<file path="config.mk">
export PLATFORM = sky130hd
export DESIGN_NAME = dfe_rate_scheduler_flat
export DESIGN_NICKNAME = d
export VERILOG_FILES = /design/src/rtl/dfe_rate_scheduler_pkg.sv /design/src/rtl/dfe_rate_scheduler_if.sv /design/src/rtl/dfe_rate_scheduler_frac_accum.sv /design/src/rtl/dfe_rate_scheduler.sv /design/src/flat_wrapper.sv
export SDC_FILE = /design/constraint.sdc
export NUM_CORES = 1
export LEC_CHECK = 0
export ABC_AREA = 1
export BUFFER_PORTS_ARGS = -buffer_cell sky130_fd_sc_hd__buf_2
export CAP_MARGIN = 20
export CORE_MARGIN = 5
export CORE_UTILIZATION = 30
export DETAILED_ROUTE_END_ITERATION = 10
export SETUP_SLACK_MARGIN = 0.5
export SYNTH_ARGS = -nofsm -noshare
export SYNTH_HDL_FRONTEND = slang
export SYNTH_HIERARCHICAL = 1
export SYNTH_SLANG_ARGS = --single-unit
</file>
<file path="constraint.sdc">
create_clock -name clk -period 2.5 [get_ports clk]
set_input_delay 0.5 -clock clk [delete_from_list [all_inputs] [get_ports clk]]
set_output_delay 0.5 -clock clk [all_outputs]
set_load 0.05 [all_outputs]
</file>
<file path="src/rtl/dfe_rate_scheduler_pkg.sv">
// Shared types, defaults and config validity rule for the DFE rate scheduler.
package dfe_sched_pkg;

  localparam int DEF_RATIO_WIDTH = 8;

  typedef enum logic [1:0] {
    IDLE     = 2'd0,
    RUN      = 2'd1,
    STOPPING = 2'd2
  } sched_state_e;

  function automatic logic cfg_is_valid(input int unsigned num, input int unsigned den);
    return (num >= 1) && (den >= 1) && (num <= den);
  endfunction

endpackage

</file>
<file path="src/rtl/dfe_rate_scheduler_if.sv">
// Control/config/enable bundle between the scheduler and its user.
interface dfe_rate_scheduler_if
  import dfe_sched_pkg::*;
#(
  parameter int RATIO_WIDTH = DEF_RATIO_WIDTH,
  parameter int NUM_STAGES  = 3
);
  logic                   run;
  // Config transfer happens on a clock edge where cfg_valid and cfg_ready are both 1;
  // cfg_num/cfg_den must be stable while cfg_valid is high and ready is low.
  logic                   cfg_valid;
  logic                   cfg_ready;
  logic [RATIO_WIDTH-1:0] cfg_num;
  logic [RATIO_WIDTH-1:0] cfg_den;
  logic                   cfg_err;
  logic                   busy;
  logic                   frac_en;
  logic [NUM_STAGES-1:0]  stage_en;
  logic                   frame_sync;

  modport master (
    output run, cfg_valid, cfg_num, cfg_den,
    input  cfg_ready, cfg_err, busy, frac_en, stage_en, frame_sync
  );

  modport slave (
    input  run, cfg_valid, cfg_num, cfg_den,
    output cfg_ready, cfg_err, busy, frac_en, stage_en, frame_sync
  );
endinterface

</file>
<file path="src/rtl/dfe_rate_scheduler_frac_accum.sv">
// Phase counter and P/Q accumulator; reports this cycle's pulse and frame position.
module dfe_frac_accum #(
  parameter int RATIO_WIDTH = 8
) (
  input  logic                   clk,
  input  logic                   rst,
  input  logic                   clear,
  input  logic                   step,
  input  logic [RATIO_WIDTH-1:0] num,
  input  logic [RATIO_WIDTH-1:0] den,
  output logic                   pulse,
  output logic                   at_boundary,
  output logic                   at_start
);
  logic [RATIO_WIDTH-1:0] phase;
  logic [RATIO_WIDTH-1:0] acc;
  logic [RATIO_WIDTH:0]   sum;

  // One extra bit so acc+P never wraps even with P, Q near 2^RATIO_WIDTH-1.
  always_comb begin
    sum         = {1'b0, acc} + {1'b0, num};
    pulse       = (sum >= {1'b0, den});
    at_boundary = (phase == den - RATIO_WIDTH'(1));
    at_start    = (phase == '0);
  end

  always_ff @(posedge clk) begin
    if (rst || clear) begin
      phase <= '0;
      acc   <= '0;
    end else if (step) begin
      acc   <= pulse ? RATIO_WIDTH'(sum - {1'b0, den}) : sum[RATIO_WIDTH-1:0];
      phase <= at_boundary ? '0 : phase + RATIO_WIDTH'(1);
    end
  end
endmodule

</file>
<file path="src/rtl/dfe_rate_scheduler.sv">
// Fractional-rate clock-enable scheduler with frame-aligned config updates and stage dividers.
module dfe_rate_scheduler
  import dfe_sched_pkg::*;
#(
  parameter int NUM_STAGES  = 3,
  parameter int RATIO_WIDTH = DEF_RATIO_WIDTH,
  parameter int DEF_NUM     = 2,
  parameter int DEF_DEN     = 3
) (
  input  logic                 clk,
  input  logic                 rst,
  dfe_rate_scheduler_if.slave  bus,
  output sched_state_e         dbg_state
);
  localparam int CW = (NUM_STAGES > 1) ? NUM_STAGES - 1 : 1;

  sched_state_e state, state_next;
  logic proc, clear, busy_c;

  logic pulse, at_boundary, at_start;
  logic accept, cfg_ok, boundary_edge;

  logic [RATIO_WIDTH-1:0] act_num, act_den, pend_num, pend_den;
  logic                   pend_valid;
  logic                   cfg_ready_q, cfg_err_q;
  logic                   frac_en_q, frame_sync_q;
  logic [NUM_STAGES-1:0]  stage_en_q;
  logic [CW-1:0]          pulse_cnt;

  always_ff @(posedge clk) begin
    if (rst) state <= IDLE;
    else     state <= state_next;
  end

  // Run has priority at the STOPPING boundary so a late re-assert leaves no gap.
  always_comb begin
    state_next = state;
    case (state)
      IDLE:     if (bus.run) state_next = RUN;
      RUN:      if (!bus.run) state_next = STOPPING;
      STOPPING: begin
        if (bus.run)          state_next = RUN;
        else if (at_boundary) state_next = IDLE;
      end
      default:  state_next = IDLE;
    endcase
  end

  always_comb begin
    proc   = (state != IDLE);
    clear  = (state == IDLE) && bus.run;
    busy_c = (state != IDLE);
  end

  dfe_frac_accum #(.RATIO_WIDTH(RATIO_WIDTH)) u_accum (
    .clk         (clk),
    .rst         (rst),
    .clear       (clear),
    .step        (proc),
    .num         (act_num),
    .den         (act_den),
    .pulse       (pulse),
    .at_boundary (at_boundary),
    .at_start    (at_start)
  );

  always_comb begin
    accept        = bus.cfg_valid && cfg_ready_q;
    cfg_ok        = cfg_is_valid(32'(bus.cfg_num), 32'(bus.cfg_den));
    boundary_edge = proc && at_boundary;
  end

  // Active ratio only changes outside a frame: in IDLE, or on the boundary edge.
  always_ff @(posedge clk) begin
    if (rst) begin
      act_num     <= RATIO_WIDTH'(DEF_NUM);
      act_den     <= RATIO_WIDTH'(DEF_DEN);
      pend_num    <= '0;
      pend_den    <= '0;
      pend_valid  <= 1'b0;
      cfg_ready_q <= 1'b1;
      cfg_err_q   <= 1'b0;
    end else begin
      cfg_err_q <= accept && !cfg_ok;
      if (!proc) begin
        if (accept && cfg_ok) begin
          act_num <= bus.cfg_num;
          act_den <= bus.cfg_den;
        end
      end else if (boundary_edge) begin
        if (accept && cfg_ok) begin
          pend_num <= bus.cfg_num;
          pend_den <= bus.cfg_den;
          act_num  <= bus.cfg_num;
          act_den  <= bus.cfg_den;
        end else if (pend_valid) begin
          act_num <= pend_num;
          act_den <= pend_den;
        end
        pend_valid  <= 1'b0;
        cfg_ready_q <= 1'b1;
      end else if (accept && cfg_ok) begin
        pend_num    <= bus.cfg_num;
        pend_den    <= bus.cfg_den;
        pend_valid  <= 1'b1;
        cfg_ready_q <= 1'b0;
      end
    end
  end

  always_ff @(posedge clk) begin
    if (rst) begin
      frac_en_q    <= 1'b0;
      frame_sync_q <= 1'b0;
      stage_en_q   <= '0;
      pulse_cnt    <= '0;
    end else if (proc) begin
      frac_en_q     <= pulse;
      frame_sync_q  <= at_start;
      stage_en_q[0] <= pulse;
      for (int i = 1; i < NUM_STAGES; i++)
        stage_en_q[i] <= pulse && ((pulse_cnt & CW'((1 << i) - 1)) == '0);
      if (pulse) pulse_cnt <= pulse_cnt + CW'(1);
    end else begin
      frac_en_q    <= 1'b0;
      frame_sync_q <= 1'b0;
      stage_en_q   <= '0;
      if (clear) pulse_cnt <= '0;
    end
  end

  assign bus.cfg_ready  = cfg_ready_q;
  assign bus.cfg_err    = cfg_err_q;
  assign bus.busy       = busy_c;
  assign bus.frac_en    = frac_en_q;
  assign bus.frame_sync = frame_sync_q;
  assign bus.stage_en   = stage_en_q;
  assign dbg_state      = state;
endmodule

</file>
<file path="src/flat_wrapper.sv">
// flat-port wrapper written by rule: the top's interface ports become plain ports
module dfe_rate_scheduler_flat import dfe_sched_pkg::*;
#(
  parameter int NUM_STAGES  = 3,
  parameter int RATIO_WIDTH = DEF_RATIO_WIDTH,
  parameter int DEF_NUM     = 2,
  parameter int DEF_DEN     = 3
)
  (clk, rst, dbg_state, bus_run, bus_cfg_valid, bus_cfg_num, bus_cfg_den, bus_cfg_ready, bus_cfg_err, bus_busy, bus_frac_en, bus_stage_en, bus_frame_sync);
  dfe_rate_scheduler_if #(.RATIO_WIDTH(RATIO_WIDTH), .NUM_STAGES(NUM_STAGES)) bus_i ();
  input  logic clk;
  input  logic rst;
  output sched_state_e dbg_state;
  input wire logic [$bits(bus_i.run)-1:0] bus_run;
  input wire logic [$bits(bus_i.cfg_valid)-1:0] bus_cfg_valid;
  input wire logic [$bits(bus_i.cfg_num)-1:0] bus_cfg_num;
  input wire logic [$bits(bus_i.cfg_den)-1:0] bus_cfg_den;
  output wire logic [$bits(bus_i.cfg_ready)-1:0] bus_cfg_ready;
  output wire logic [$bits(bus_i.cfg_err)-1:0] bus_cfg_err;
  output wire logic [$bits(bus_i.busy)-1:0] bus_busy;
  output wire logic [$bits(bus_i.frac_en)-1:0] bus_frac_en;
  output wire logic [$bits(bus_i.stage_en)-1:0] bus_stage_en;
  output wire logic [$bits(bus_i.frame_sync)-1:0] bus_frame_sync;
  assign bus_i.run = bus_run;
  assign bus_i.cfg_valid = bus_cfg_valid;
  assign bus_i.cfg_num = bus_cfg_num;
  assign bus_i.cfg_den = bus_cfg_den;
  assign bus_cfg_ready = bus_i.cfg_ready;
  assign bus_cfg_err = bus_i.cfg_err;
  assign bus_busy = bus_i.busy;
  assign bus_frac_en = bus_i.frac_en;
  assign bus_stage_en = bus_i.stage_en;
  assign bus_frame_sync = bus_i.frame_sync;
  dfe_rate_scheduler #(.NUM_STAGES(NUM_STAGES), .RATIO_WIDTH(RATIO_WIDTH), .DEF_NUM(DEF_NUM), .DEF_DEN(DEF_DEN)) u_core (.clk(clk), .rst(rst), .bus(bus_i), .dbg_state(dbg_state));
endmodule
</file>
==> results of run 1 <==
==> placed cells by master (no fill, tap or decap), types with 9 or more instances in the layout <==
| master | instances |
|---|---|
| buf_4 | 29 |
| nand2_1 | 135 |
| nand4_1 | 9 |
| clkbuf_16 | 11 |
| inv_2 | 17 |
| nor2_4 | 15 |
| buf_2 | 29 |
| a21oi_2 | 12 |
| dfxtp_1 | 50 |
| ha_1 | 14 |
| a21oi_1 | 27 |
| nand2_2 | 9 |
| nand3_2 | 11 |
| ha_4 | 14 |
| nor2_2 | 13 |
| nand3_1 | 31 |
| o21ai_1 | 19 |
| inv_1 | 77 |
| nor2_1 | 54 |
| nand2_4 | 17 |
| dfxtp_2 | 9 |
==> registers in the layout, summed over array words and instances, names as in the netlist <==
name and flops:
u_core/bus.cfg_ready 1, u_core/pend_num 8, u_core/u_accum/acc 8, u_core/bus.stage_en 3
u_core/bus.cfg_err 1, u_core/act_num 8, u_core/pend_valid 1, u_core/u_accum/phase 8
u_core/pend_den 8, u_core/act_den 8, u_core/dbg_state 2, u_core/pulse_cnt 2
u_core/bus.frame_sync 1
==> timing repair <==
action                                  CTS  global route
buffers inserted                          9             5
endpoints found under the setup margin   30            50
pin swaps                                33            42
gates resized for setup                  72            55
gates cloned                              1             2
==> synthesized netlist by cell type, types with 4 or more instances <==
library cell / number
nand2_2: 4
xor2_1: 7
a21oi_1: 37
buf_2: 5
clkbuf_1: 6
nand4_1: 9
nor2_1: 74
buf_4: 4
ha_1: 28
nand3_1: 42
xnor2_1: 5
nand2_1: 157
nor2_2: 6
inv_2: 12
o21ai_1: 18
inv_1: 87
dfxtp_1: 59
==> final timing paths <==
path              slack, ns  depth (start not counted)                                to                                from
setup / recovery      -0.03                         15  u_core/pulse_cnt[1]$_SDFFE_PP0P_  u_core/u_accum/acc[0]$_SDFFE_PP0P_
hold / removal         0.34                          2  u_core/dbg_state[1]$_SDFFE_PP0P_                             bus_run
setup reg to reg      -0.03                         15  u_core/pulse_cnt[1]$_SDFFE_PP0P_  u_core/u_accum/acc[0]$_SDFFE_PP0P_
hold reg to reg        0.46                          1    u_core/pend_valid$_SDFFE_PP0P_      u_core/pend_valid$_SDFFE_PP0P_
==> layer usage <==
metal	GRT usage	vias to the layer above
met2	0.219	69
li1	-	2019
met5	0	-
met3	0.0163	13
met4	0.0503	0
met1	0.168	1762
==> worst reg2reg max path: cells and delay by family, from the launching register on <==
kind                       cells  cell delay, ns
adders and majority gates      3            0.81
and+or+nand+nor                6            0.53
AOI/OAI and AO/OA              3            0.49
DFF                            1            0.33
xor gates and xnor gates       1            0.16
buffers and inverters          2            0.12
==> power groups by stage <==
| stage | clock, uW | sequential (uW) | combinational (uW) |
|---|---|---|---|
| 2_1_floorplan | 0 | 1160 | 1170 |
| 3_3_place_gp | 0 | 1130 | 1680 |
| 3_5_place_dp | 0 | 1130 | 1670 |
| 4_1_cts | 1480 | 1120 | 1960 |
| 5_1_grt | 1520 | 1130 | 2360 |
| 6_report | 1450 | 1120 | 2150 |
==> cells by family (layout without fill, tap and decap cells) <==
| family | count (synthesis) | after routing |
|---|---|---|
| xor gates and xnor gates | 13 | 13 |
| and+or+nand+nor | 308 | 308 |
| DFF | 59 | 59 |
| AOI/OAI and AO/OA | 72 | 72 |
| buffers and inverters | 116 | 183 |
| adders and majority gates | 30 | 30 |
==> stage by stage <==
step | setup WS (ns) | utilization | std cells
detailed placement | -0.136 | 0.353 | 805
global route | -0.174 | 0.438 | 837
finish | -0.0336 | 0.438 | 837
floorplan | 0.0240 | - | 598
global placement | -0.165 | 0.353 | 805
CTS | -0.00927 | 0.411 | 830
==> final cells by class <==
class	instances	share of cell area
Multi-Input combinational cell	423	0.516
Sequential cell	59	0.214
Clock inverter	4	0.0175
Timing Repair Buffer	68	0.0980
Tap cell	172	0.0387
Inverter	100	0.0703
Clock buffer	11	0.0454
==> results_dict.tcl, run 1 <==
set metrics [dict create \
    status "finished with violations" \
    violations "setup timing" \
    n_antenna_cell 0 \
    setup_viol 5 \
    hp-class "input pin to flop" \
    switchingPower_uw 1730 \
    die_w_um 124 \
    ant_nets 0 \
    tightest_slew_ns 0.932 \
    wl_met2_um 5290 \
    hold_viol_final 0 \
    period_minus_slack_ns 2.53 \
    synth_cell_types 42 \
    syn_area_um2 3930 \
    drive_gt1_frac 0.329 \
    synth_compound_area_frac 0.106 \
    cts_root_buf "clkbuf_16" \
    powerDensity_nw_per_um2 847 \
    synth_top_family_by_area "simple AND/OR/NAND/NOR gates" \
    slew_headroom 0.378 \
    required_ns 2.71 \
    p_total_uw 4710 \
    cts_tree "done" \
    wl_per_cell_um 12.6 \
    cpLargestDelayFamily "adder cells" \
    syn_nets 648 \
    multiInputGateArea_um2 2870 \
    pin_count 30 \
    post_dp_cell_area_um2 4490 \
    htree_levels 3 \
    leakage_uw 0.00263 \
    drt-total-wl_um 10600 \
    yosys_warnings 6 \
    path_buf_inv 2 \
    clk_latency_ns 0.32 \
    avgViaCountPerCell 4.62 \
    combinationalPowerShare 0.455 \
    whs_ns 0.344 \
    synthMuxAreaShare 0 \
    synth-simple-area-share 0.345 \
    initial_utilization 0.309 \
    synth_edf_count 0 \
    setup_slack_ns -0.0336 \
    power_frac_seq 0.238 \
    synth_top_cell_by_area "dfxtp_1" \
    gr-total-overflow 0 \
    place_congestion 0.849 \
    wl_met1_um 4810 \
    worstSetupPathType "flop to flop" \
    grt_usage 0.130 \
    core_um2 12700 \
    first_global_vias 3639 \
    top_layer "met4" \
    cts.sinks 59 \
    nNetsFinal 711 \
    cp_cell_sequence "ha_4, fa_2, nand3_2, nand2_4, xnor2_4, inv_2, ha_4, nand2_2, inv_2, nand3_2, o21ai_4, nor2_4, nand2_8, a21oi_2, a32o_1" \
    port_buffers 29 \
    ff_latch_area_um2 1190 \
    synthTopCellsByArea "dfxtp_1 30%, nand2_1 15%, ha_1 8.9%" \
    drv_cap 0 \
    drt_iter0_drc 167 \
    cts_buffers 9 \
    critical_path.max_stage_delay_ns 0.35 \
    clkSlewWorstSetupHoldPaths_ns 0.05 \
    critPathLaunchType "flop" \
    power.internal_uw 2990 \
    dr_wl_met3_um 349 \
    dr_total_vias 3863 \
    power_switching_share 0.366 \
    die-area_um2 15500 \
    die_h_um 124 \
    nFillCells 1325 \
    syn_inst 598 \
    path_max_fanout 10 \
    avgSynthCellArea_um2 6.57 \
    ys_seq_area_frac 0.301 \
    hpwl_um 7250 \
    drt_pass1_iterations 4 \
    grt_pass1_wl_um 16800 \
    cp.arrival_ns 2.75 \
    hold_buffers 0 \
    grt_max_degree 32 \
    slowest_stage "fa_2" \
    synthXorXnorAreaFrac 0.0309 \
    syn_to_final_growth_pct 41.7 \
    synthAdderAreaFrac 0.0993 \
    drcViolationCount 0 \
    p_clk_frac 0.307 \
    rsz0062_at_grt "yes" \
    antenna_found_initial 0 \
    ys_ff_latch 59 \
    final_max_slew_viol_count 0 \
    row_count 41 \
    peakVddDrop_v 0.000376 \
    finClkSkew_ns 0.00346 \
    finalSetupTns_ns -0.0652 \
    synthArstFlopShare 0 \
    synth_top_area_frac 0.301 \
    fmax_ghz 0.395 \
    yosys_most_used_dff "dfxtp_1" \
    clockBufferDepth 2 \
    final_area_um2 5570 \
    fin_crit_sh 1.01 \
    crit_path_end_kind "flop" \
]
No activity file was read; power rests on OpenSTA's default activity.
==> inputs of run 2 (changes only) <==
--- a/config.mk
+++ b/config.mk
@@ -10,7 +10,9 @@
 export CAP_MARGIN = 20
 export CORE_MARGIN = 5
 export CORE_UTILIZATION = 30
+export CTS_CLUSTER_SIZE = 40
 export DETAILED_ROUTE_END_ITERATION = 10
+export REMOVE_ABC_BUFFERS = 1
 export SETUP_SLACK_MARGIN = 0.5
 export SYNTH_ARGS = -nofsm -noshare
 export SYNTH_HDL_FRONTEND = slang
==> run 2 against run 1 <==
The run still ends with setup timing left; sequential cell count did not move; global-route usage grew 0.44 points; maximum frequency is 2.9% lower; register-to-register slack got worse by 0.07 ns; largest cell class unchanged; via count up 2.0%; wire length increased by 3.9%; cell area rose by 1.6%; power is 4.7% lower.
==> results_dict.tcl, run 2 (same netlist as run 1, synthesis figures left out) <==
set metrics [dict create \
    status "finished with violations" \
    violations "setup timing" \
    path_max_fanout 6 \
    cts_buffers 9 \
    avgViaCountPerCell 4.65 \
    critical_path.max_stage_delay_ns 0.40 \
    ant_nets 0 \
    multiInputGateArea_um2 2920 \
    nNetsFinal 720 \
    rsz0062_at_grt "yes" \
    drv_cap 0 \
    drt_pass1_iterations 5 \
    r2r_slack_ns -0.11 \
    initial_utilization 0.309 \
    critPathLaunchType "flop" \
    core_um2 12700 \
    drt-total-wl_um 11000 \
    syn_to_final_growth_pct 43.9 \
    cts.sinks 59 \
    grt_pass1_wl_um 17500 \
    clkSlewWorstSetupHoldPaths_ns 0.05 \
    cpLargestDelayFamily "simple AND/OR/NAND/NOR gates" \
    clockBufferDepth 2 \
    final_common_cell "nand2_1" \
    nFillCells 1320 \
    hold_depth 2 \
    timing.rr.start "u_core/act_num[0]$_SDFFE_PP0P_" \
    holdCritStartpoint "bus_run" \
    cp_num_cells 19 \
    gr-total-overflow 0 \
    die_w_um 124 \
    final_area_um2 5650 \
    row_count 41 \
    cts_root_buf "clkbuf_16" \
    tightest_slew_ns 1.10 \
    crit_top_cell "nand2_2" \
    crit_path_end_kind "flop" \
    place_ws_ns -0.261 \
    n_antenna_cell 0 \
    slowest_stage "fa_2" \
    dpl.cell_count 817 \
    required_ns 2.75 \
    cp.arrival_ns 2.85 \
    grt_usage 0.134 \
    layout_common_cells "132 x nand2_1, 76 x inv_1, 55 x nor2_1" \
    use_met1 0.175 \
    peakVddDrop_v 0.000423 \
    ff_latch_area_um2 1190 \
    drcViolationCount 0 \
    first_global_vias 3739 \
    hpwl_um 7260 \
    powerDensity_nw_per_um2 795 \
    slew_headroom 0.269 \
    htree_levels 3 \
    wl_per_cell_um 13.0 \
    path_buf_inv 2 \
    pin_count 30 \
    leakage_uw 0.00263 \
    setup_viol 10 \
    clk_latency_ns 0.32 \
    die-area_um2 15500 \
    fmax_ghz 0.383 \
    cp_cell_sequence "ha_4, fa_2, nand3_2, nand2_4, nand2_4, nand2_2, nand2_2, nand2_2, inv_2, ha_4, a21oi_2, o21a_1, nand2_2, nand2_4, nand2_8, buf_6, nand2_2, nand3_1, a21oi_2" \
    setup_slack_ns -0.108 \
    r2r_cells 19 \
    hp-class "input pin to flop" \
    cts_tree "done" \
    hold_viol_final 0 \
    drt_iter0_drc 180 \
    place_congestion 0.832 \
    layout.cells.non_filler 847 \
    r2r-end "u_core/u_accum/acc[4]$_SDFFE_PP0P_" \
    p_total_uw 4490 \
    period_minus_slack_ns 2.61 \
    antenna_found_initial 0 \
    worstSetupPathType "flop to flop" \
    fin_crit_sh 1.04 \
    dr_total_vias 3940 \
    grt_max_degree 32 \
    post_dp_cell_area_um2 4490 \
    drive_gt1_frac 0.354 \
    final_max_slew_viol_count 0 \
    met3_usage 0.0180 \
    finClkSkew_ns 0.00951 \
    die_h_um 124 \
    use_met2 0.229 \
    port_buffers 29 \
    top_usage_layer "met2" \
    hold_end "u_core/dbg_state[1]$_SDFFE_PP0P_" \
]
run 2: cell count changes in the layout (fill, tap and decap cells not counted), moves of 5 or more:
cell	change
buf_6	+5
o21ai_2	+8
nand2_2	+8
nand2_4	-5
o21ai_1	-8
run 2: what timing repair did:
action                                  4_1_cts  5_1_grt
buffers inserted                              3        7
endpoints found under the setup margin       31       50
gates cloned                                  1        3
hold buffers                                  0        0
pin swaps                                    43       50
gates resized for setup                      94       74
run 2: area by class of cell:
type | instances | share of cell area
Clock inverter | 6 | 0.00752
Inverter | 100 | 0.0695
Clock buffer | 10 | 0.0405
Sequential cell | 59 | 0.211
Timing Repair Buffer | 77 | 0.117
Tap cell | 172 | 0.0381
Multi-Input combinational cell | 423 | 0.517
run 2: metal layers:
layer,vias up,routed length (um)
met2,78,5370
met1,1814,5000
met4,0,212
met5,-,0
li1,2033,-
met3,15,414
run 2: metrics by stage:
step                      hold WS, ns  TNS, ns  utilization
after floorplan                 0.434   -0.748            -
after global placement          0.454    -2.45        0.353
after detailed placement        0.453    -2.71        0.353
after CTS                       0.353        0        0.408
after global routing            0.389    -2.15        0.444
final                           0.397   -0.676        0.444
run 2: worst max path at each step:
stage | startpoint | end | slack [ns]
CTS | u_core/u_accum/acc[0]$_SDFFE_PP0P_ | u_core/pulse_cnt[1]$_SDFFE_PP0P_ | 0.0002
global placement | u_core/act_num[0]$_SDFFE_PP0P_ | u_core/pulse_cnt[0]$_SDFFE_PP0P_ | -0.24
global route | u_core/act_num[0]$_SDFFE_PP0P_ | u_core/u_accum/acc[4]$_SDFFE_PP0P_ | -0.26
detailed placement | u_core/act_num[0]$_SDFFE_PP0P_ | u_core/pulse_cnt[0]$_SDFFE_PP0P_ | -0.26
finish | u_core/act_num[0]$_SDFFE_PP0P_ | u_core/u_accum/acc[4]$_SDFFE_PP0P_ | -0.11
floorplan | u_core/act_num[0]$_SDFFE_PP0P_ | u_core/pulse_cnt[0]$_SDFFE_PP0P_ | -0.17
run 2: worst reg2reg max path, stage by stage, from the launching register on:
cell and delay (ns):
dfxtp_2 0.33, ha_4 0.16, fa_2 0.40, nand3_2 0.10
nand2_4 0.08, nand2_4 0.09, nand2_2 0.05, nand2_2 0.06
nand2_2 0.06, inv_2 0.08, ha_4 0.22, a21oi_2 0.13
o21a_1 0.14, nand2_2 0.07, nand2_4 0.10, nand2_8 0.08
buf_6 0.13, nand2_2 0.05, nand3_1 0.08, a21oi_2 0.13
run 2: where the power goes:
group	switching [uW]	internal (uW)
Clock	452	670
Combinational	1220	1020
Sequential	88.2	1040
==> inputs of run 3 (changes only) <==
--- a/config.mk
+++ b/config.mk
@@ -13,7 +13,6 @@
 export CTS_CLUSTER_SIZE = 40
 export DETAILED_ROUTE_END_ITERATION = 10
 export REMOVE_ABC_BUFFERS = 1
-export SETUP_SLACK_MARGIN = 0.5
 export SYNTH_ARGS = -nofsm -noshare
 export SYNTH_HDL_FRONTEND = slang
 export SYNTH_HIERARCHICAL = 1
==> run 3 against run 2 <==
Critical endpoint is now u_core/u_accum/acc[2]$_SDFFE_PP0P_; largest cell class unchanged; sequential power is essentially flat; worst setup slack lost 0.0041 ns; register-to-register slack is essentially flat; the run still ends with setup timing left; hold slack lost 0.029 ns.
==> results_dict.tcl, run 3 (same netlist as run 1, synthesis figures left out) <==
set metrics [dict create \
    status "finished with violations" \
    violations "setup timing" \
    drt_pass1_iterations 7 \
    whs_ns 0.368 \
    place_ws_ns -0.261 \
    cp.arrival_ns 2.86 \
    worstSetupPathType "flop to flop" \
    ant_nets 0 \
    finClkSkew_ns 0.00926 \
    tightest_slew_ns 0.895 \
    grt_usage 0.131 \
    final_area_um2 5100 \
    timing.rr.start "u_core/act_num[0]$_SDFFE_PP0P_" \
    leakage_uw 0.00249 \
    slowest_stage "fa_2" \
    final_common_cell "nand2_1" \
    setup_viol 11 \
    clkSlewWorstSetupHoldPaths_ns 0.05 \
    multiInputGateArea_um2 2570 \
    p_total_uw 4330 \
    cts_root_buf "clkbuf_16" \
    peakVddDrop_v 0.000412 \
    pin_count 30 \
    die_h_um 124 \
    drv_cap 0 \
    crit_path_end_kind "flop" \
    dr_total_vias 3795 \
    fmax_ghz 0.383 \
    htree_levels 3 \
    grt_pass1_wl_um 17100 \
    slew_headroom 0.403 \
    nNetsFinal 710 \
    hold_buffers 0 \
    cp_cell_sequence "ha_4, fa_2, nand3_2, nand2_4, nand2_4, nand3_2, nand2_2, inv_2, ha_4, nand2_1, o21a_1, nand2_2, nand2_4, buf_4, nand3b_1, nand3_2, a21oi_2" \
    fin_crit_sh 1.04 \
    grt_max_degree 32 \
    hp-class "input pin to flop" \
    drcViolationCount 0 \
    avgViaCountPerCell 4.53 \
    row_count 41 \
    worstSetupStartpoint "u_core/act_num[0]$_SDFFE_PP0P_" \
    critical_path.max_stage_delay_ns 0.40 \
    clk_latency_ns 0.33 \
    core_um2 12700 \
    drt_iter0_drc 134 \
    first_global_vias 3651 \
    wl_per_cell_um 12.0 \
    critPathLaunchType "flop" \
    drt-total-wl_um 10000 \
    path_buf_inv 2 \
    hold_viol_final 0 \
    syn_to_final_growth_pct 29.9 \
    place_congestion 0.832 \
    ff_latch_area_um2 1190 \
    gr-total-overflow 0 \
    cts.sinks 59 \
    layout_common_cells "146 x nand2_1, 82 x inv_1, 71 x nor2_1" \
    hpwl_um 7260 \
    final_max_slew_viol_count 0 \
    path_max_fanout 4 \
    cts_tree "done" \
    initial_utilization 0.309 \
    port_buffers 29 \
    antenna_found_initial 0 \
    nFillCells 1393 \
    post_dp_cell_area_um2 4490 \
    die-area_um2 15500 \
    setup_slack_ns -0.112 \
    clockBufferDepth 2 \
    period_minus_slack_ns 2.61 \
    n_antenna_cell 0 \
    cpLargestDelayFamily "simple AND/OR/NAND/NOR gates" \
    rsz0062_at_grt "yes" \
    cts_buffers 9 \
    required_ns 2.75 \
    powerDensity_nw_per_um2 849 \
    drive_gt1_frac 0.256 \
    final_util 0.401 \
    die_w_um 124 \
    holdCritStartpoint "bus_run" \
]
## run 3: cell types whose count changed in the layout (fill, tap and decap cells not counted), sizes merged
cell | previous run | this run
buf | 75 | 67
clkbuf | 12 | 10
## run 3: final cells by class
class | instances | area share
Multi-Input combinational cell | 423 | 0.505
Sequential cell | 59 | 0.233
Timing Repair Buffer | 67 | 0.0939
Inverter | 100 | 0.0735
Clock buffer | 10 | 0.0449
Tap cell | 172 | 0.0422
Clock inverter | 6 | 0.00834
## run 3: worst paths after layout
path	cells past startpoint	slack, ns	to
worst max-delay path	17	-0.11	u_core/u_accum/acc[2]$_SDFFE_PP0P_
worst min register to register	1	0.46	u_core/pend_valid$_SDFFE_PP0P_
worst min-delay path	2	0.37	u_core/dbg_state[1]$_SDFFE_PP0P_
worst max register to register	17	-0.11	u_core/u_accum/acc[2]$_SDFFE_PP0P_
## run 3: stage by stage
step	setup TNS [ns]	instances
6_report	-0.899	837
5_1_grt	-2.48	837
4_1_cts	0	835
3_5_place_dp	-2.71	817
3_3_place_gp	-2.45	817
2_1_floorplan	-0.748	582
## run 3: report_power, final
group	total, uW	leakage (uW)	internal, uW	switching (uW)
Combinational	2100	0.00188	945	1150
Sequential	1120	0.000482	1040	82.3
Clock	1120	0.000128	669	450
## run 3: per-layer routing
layer / routed length [um] / track usage / up-vias
li1: - / - / 2012
met4: 179 / 0.0413 / 0
met2: 4590 / 0.219 / 80
met1: 4860 / 0.176 / 1689
met3: 387 / 0.0172 / 14
met5: 0 / 0 / -
## run 3: what timing repair did
action | in CTS | in global routing
endpoints found under the setup margin | 13 | 29
gates cloned | 0 | 0
gates resized for setup | 41 | 23
setup buffers | 2 | 2
pin swaps | 15 | 13
